File: src/rtl/reg_bank_wb.sv
// Write-back register bank: 32 architectural registers with two registered
// read ports (write-first bypass) and a per-register busy scoreboard.
module reg_bank_wb #(
    parameter int unsigned SP_INDEX = 29,
    parameter int unsigned SP_RESET = 227,
    parameter int unsigned RA_INDEX = 31
) (
    input  logic        clk,
    input  logic        reset,
    input  logic        reg_write,
    input  logic [4:0]  write_reg,
    input  logic [31:0] write_data,
    input  logic [4:0]  read_reg_a,
    input  logic [4:0]  read_reg_b,
    output logic [31:0] read_data_a,
    output logic [31:0] read_data_b,
    input  logic        reserve,
    input  logic [4:0]  reserve_reg,
    output logic        busy_a,
    output logic        busy_b,
    output logic [31:0] sp_out,
    output logic [31:0] ra_out
);

    localparam int unsigned DATA_W = 32;
    localparam int unsigned IDX_W  = 5;
    localparam int unsigned NREGS  = 32;

    logic [DATA_W-1:0] regs [NREGS];
    logic [NREGS-1:0]  busy;
    logic [NREGS-1:0]  busy_next;

    logic              write_en;
    logic              bypass_a;
    logic              bypass_b;

    // Register 0 is hard-wired: writes to it are dropped here.
    assign write_en = reg_write && (write_reg != IDX_W'(0));
    assign bypass_a = write_en && (write_reg == read_reg_a);
    assign bypass_b = write_en && (write_reg == read_reg_b);

    // Register array; SP comes out of reset at its initial stack top.
    always_ff @(posedge clk or posedge reset) begin
        if (reset) begin
            for (int i = 0; i < int'(NREGS); i++) begin
                regs[i] <= (i == int'(SP_INDEX)) ? DATA_W'(SP_RESET) : '0;
            end
        end else if (write_en) begin
            regs[write_reg] <= write_data;
        end
    end

    // Read ports see this edge's write (write-first).
    always_ff @(posedge clk or posedge reset) begin
        if (reset) begin
            read_data_a <= '0;
            read_data_b <= '0;
        end else begin
            read_data_a <= bypass_a ? write_data : regs[read_reg_a];
            read_data_b <= bypass_b ? write_data : regs[read_reg_b];
        end
    end

    // Scoreboard: a write retires the pending producer, a same-edge reserve
    // installs a new one and wins.
    always_comb begin
        busy_next = busy;
        if (reg_write) begin
            busy_next[write_reg] = 1'b0;
        end
        if (reserve) begin
            busy_next[reserve_reg] = 1'b1;
        end
        busy_next[0] = 1'b0;
    end

    always_ff @(posedge clk or posedge reset) begin
        if (reset) begin
            busy <= '0;
        end else begin
            busy <= busy_next;
        end
    end

    assign busy_a = busy[read_reg_a];
    assign busy_b = busy[read_reg_b];
    assign sp_out = regs[IDX_W'(SP_INDEX)];
    assign ra_out = regs[IDX_W'(RA_INDEX)];

endmodule

File: config.mk
export PLATFORM = sky130hd
export DESIGN_NAME = reg_bank_wb
export DESIGN_NICKNAME = d
export VERILOG_FILES = /design/src/rtl/reg_bank_wb.sv
export SDC_FILE = /design/constraint.sdc
export NUM_CORES = 2
export LEC_CHECK = 0
export CAP_MARGIN = 0
export CORE_UTILIZATION = 67
export CTS_BUF_LIST = sky130_fd_sc_hd__clkbuf_4 sky130_fd_sc_hd__clkbuf_8
export CTS_CLUSTER_SIZE = 14
export DETAILED_ROUTE_END_ITERATION = 10
export GPL_ROUTABILITY_DRIVEN = 0
export HOLD_SLACK_MARGIN = 0.12
export PLACE_DENSITY = 0.93
export SLEW_MARGIN = 20
export SYNTH_ARGS = -nofsm -noshare
export SYNTH_HDL_FRONTEND = slang
export SYNTH_SLANG_ARGS = --single-unit
File: constraint.sdc
create_clock -name clk -period 131.9 [get_ports clk]
set_clock_uncertainty 0.2 [all_clocks]
set_input_delay 32.975 -clock clk [delete_from_list [all_inputs] [get_ports clk]]
set_output_delay 32.975 -clock clk [all_outputs]
set_load 0.01 [all_outputs]
; Word-level counts from Yosys, hierarchy flattened
; Cells that the tools add are included.
[totals]
input_bits = 56
regBits = 1119
[classes]
magnitude_cmp = 10
n_eq_ne = 2
n_mux = 21
n_reduce_logical = 7
bitwise = 6
[op_table]
columns = cell, n
row1 = 1024-bit bitwise mux, 1
row2 = 32-bit binary-select mux with 5-bit select, 2
row3 = 32-bit 2-to-1 mux, 9
row4 = 32-bit demux with 5-bit select, 1
row5 = 32-bit bitwise AND, 1
row6 = 32-bit NOT, 1
row7 = 32-bit OR, 1
row8 = "5-bit by 6-bit < comparator with 1-bit output, second input constant", 4
row9 = "6-bit greater-or-equal comparator, second input constant", 3
row10 = 5-bit NOT with 6-bit output, 3
row11 = 1-bit binary-select mux with 5-bit select, 2
row12 = 1-bit demux with 5-bit select, 2
row13 = 5-bit == test, 2
row14 = "5-bit by 1-bit greater-or-equal comparator with 1-bit output, second input constant", 2
row15 = 1-bit logical AND, 6
row16 = "6-bit by 1-bit < comparator with 1-bit output, second input constant", 1
row17 = 5-bit nonzero test, 1
row18 = 1-bit 2-to-1 mux, 4

; Logic depth before layout (Yosys ltp)
[depth]
ltp_word = 9
ltp_mapped = 9
ltp_nobuf = 5

; Worst setup path before layout
; No wires, ideal clock.
[synth_path]
path_kind = input to output
start = input port read_reg_b[0]
end = output port busy_b
t_arrival_ns = 34.454
stages = 6
slack_ns = 64.271
cell_sequence = buf_6 buf_12 buf_8 mux4_2 mux4_2 mux2_2
[synth_between]
elab_chain_cells = 2
[synth_rtl]
columns = item, line_no
row1 = "start, declared", 14  ; input logic [4:0] read_reg_b,
row2 = 1-bit binary-select mux with 5-bit select, 86  ; assign busy_b = busy[read_reg_b];
row3 = 1-bit 2-to-1 mux (not written as such), 86
row4 = "end, declared", 20  ; output logic busy_b,
; No other way between the ends. The select of a mux whose other input is x is not followed.

; Worst setup path after layout
; Ends and elaborated chain as after synthesis.

==> impl_metrics.yaml <==
layout:
  final_cell_mix: "dfrtp_1 (1114), mux2i_1 (1024), mux2_2 (984)"
  area_growth_pct: 8.08
  drive_above_1_share: 0.326
  final_common_cell: "dfrtp_1"
  fin_nets: 4647
  final_cells: 5893
die:
  die_area_um2: 91400
  rows: 109
  fp.coreArea_um2: 88800
  num_io_pins: 186
  start_util: 0.680
  dieWidth_um: 302
  die_h_um: 302
routing:
  first_pass_iters: 6
  via_count: 43400
  ant_nets: 0
  drt_drc_violations_left: 0
  dr_wl_met3_mm: 19.2
  dr_wl_met2_mm: 81.1
  routedWlPerCell_um: 29.9
  routed_wl_mm: 176
  top_layer_used: "met5"
  via_per_inst: 7.36
  drtIter0Drc: 5737
  m1WireLength_mm: 64.7
min_path:
  hold_class: "reg2reg"
  hp-start: "regs[1021]$_DFFE_PP0P_"
timing:
  drv_slew: 0
  rsz0062_at_grt: "no"
  hold_viol: 0
  fin_crit_sh: 0.527
  hold_slack_ps: 203
  layout_setup_ws_ps: 62430
  setup_viol: 0
  fin_setup_tns_ps: 0
  max_freq_ghz: 0.0144
  worstMarginPinSlew_ps: 1300
  fin_crit_ps: 69470
  slew_headroom: 0.131
yosys:
  yosysWarnings: 0
  syn_area_per_cell_um2: 12.8
  synth_top_family_by_area: "multiplexers"
  yosys.area.top_type: "dfrtp_1"
  synth_compound_area_frac: 0.109
  synth_cells: 4705
  synth-adder-area-share: 0
  synthSimpleGateAreaFrac: 0.0124
  synth.distinct_cells: 43
  synthMuxAreaShare: 0.362
  synth_xor_area_frac: 0.00145
  yosys-top-cells-area: "dfrtp_1 (46%), mux2_2 (18%), mux2i_1 (17%)"
  seq_area_frac_synth: 0.464
  async_reset_ff_frac: 1.00
  ys_seq_elements: 1119
  synth_area_um2: 60400
  synth_top_area_frac: 0.461
  syn-num-nets: 4761
  synth_ff_type: "dfrtp_1"
  synth-edff-count: 0
placed_design:
  dp_hpwl_mm: 92.4
  post-place-ws_ps: 62470
  io_buffers: 185
  place_inst: 5574
clock_network:
  htreeDepth: 4
  clock_latency_ps: 880
  post_cts_buffers: 0
  clk_pin_slew_ps: 50
  cts_tree: "yes"
  hold_buffers: 0
  cts.sinks: 1119
  cts_buffers: 178
  cts_root_buf: "clkbuf_8"
  clockBufferDepth: 3
  cts_resized: 0
critical_path:
  worstSetupStartpoint: "read_reg_b[0]"
  rr_startpoint: "regs[227]$_DFFE_PP0P_"
  critical_path_class: "in2out"
  critPathLaunchType: "input pin"
  cp_max_fo: 135
  required_ps: 98720
  cp.arrival_ps: 36300
  end_kind: "output pin"
  reg2reg_slack_ps: 129650
pwr:
  p_comb_frac: 0.210
  internal-power_uw: 690
  p_clk_frac: 0.319
  powerDensity_nw_per_um2: 15.0
  leakage_uw: 0.0303
  ir_drop_mv: 0.0110
  p_seq_frac: 0.471
  switching_share: 0.297
  p_switching_uw: 291
run:
  maxCapViolCount: 0
global_routing:
  grt_use_total: 0.386
  grt_overflow: 0
  antenna_found_initial: 6
  grt_max_degree: 190
  grt_pass1_vias: 44700
  grt_pass1_wl_mm: 268
run_status:
  status: "complete, no violations"
-- per-layer routing --
metal	global-route usage	vias up
met5	0	-
met4	0.239	2
met3	0.103	851
met2	0.599	3064
met1	0.485	22000
li1	-	17500
-- metrics by stage --
stage | instance area (um^2) | utilization | power, uW
2_1_floorplan | 60400 | - | 607
6_report | 65300 | 0.735 | 981
3_3_place_gp | 61500 | 0.693 | 648
4_1_cts | 65300 | 0.735 | 976
3_5_place_dp | 61500 | 0.693 | 664
5_1_grt | 65300 | 0.735 | 1020
-- critical path, stage by stage --
cell and delay (ps):
buf_8 510, buf_12 750, mux4_2 610, mux4_2 470, mux2_2 280, clkdlybuf4s50_1 500
-- state kept, by name, indices dropped and copies added, names as in the netlist --
name / cells
regs: 960
read_data_a: 32
read_data_b: 32
busy: 31
sp_out: 32
ra_out: 32
-- layout make-up --
type / count / area (um^2)
well taps: 1165 / 1460
repair buffers: 271 / 2550
multi-input cells: 3020 / 29500
flip-flops and latches: 1119 / 28000
inverters: 1 / 11.3
fillers: 5147 / 23500
clock buffers: 288 / 3570
diodes: 6 / 15.0
clock inverters: 23 / 178
-- synth_stat cells, drive strengths merged (64+ instances only) --
cell type     n
clkbuf      250
o41ai        64
a22oi       256
o22ai        64
a21oi       128
mux2        996
buf         315
dfrtp      1114
nand2        87
a221oi      128
mux2i      1024
a22o        143
-- power by group through the flow --
stage	Combinational (uW)	Sequential, uW	Clock, uW
finish	206	462	313
global placement	192	456	0
floorplan	156	451	0
global route	220	468	330
detailed placement	200	464	0
CTS	204	459	314
-- worst paths after layout --
path,depth (start not counted),end
setup / recovery,6,busy_b
hold / removal,0,regs[1021]$_DFFE_PP0P_
setup reg to reg,5,read_data_b[3]$_DFF_PP0_
hold reg to reg,0,regs[1021]$_DFFE_PP0P_
max in group asynchronous,6,regs[394]$_DFFE_PP0P_
min in group asynchronous,2,regs[251]$_DFFE_PP0P_
-- cells by family (layout without fill, tap and decap cells) --
group	count (synthesis)	in the layout
xor gates and xnor gates	10	10
other	0	6
AOI/OAI and AO/OA	818	818
DFF	1119	1119
and+or+nand+nor	154	154
buffers and inverters	566	583
muxes	2038	2038
No activity file was read; power rests on OpenSTA's default activity.
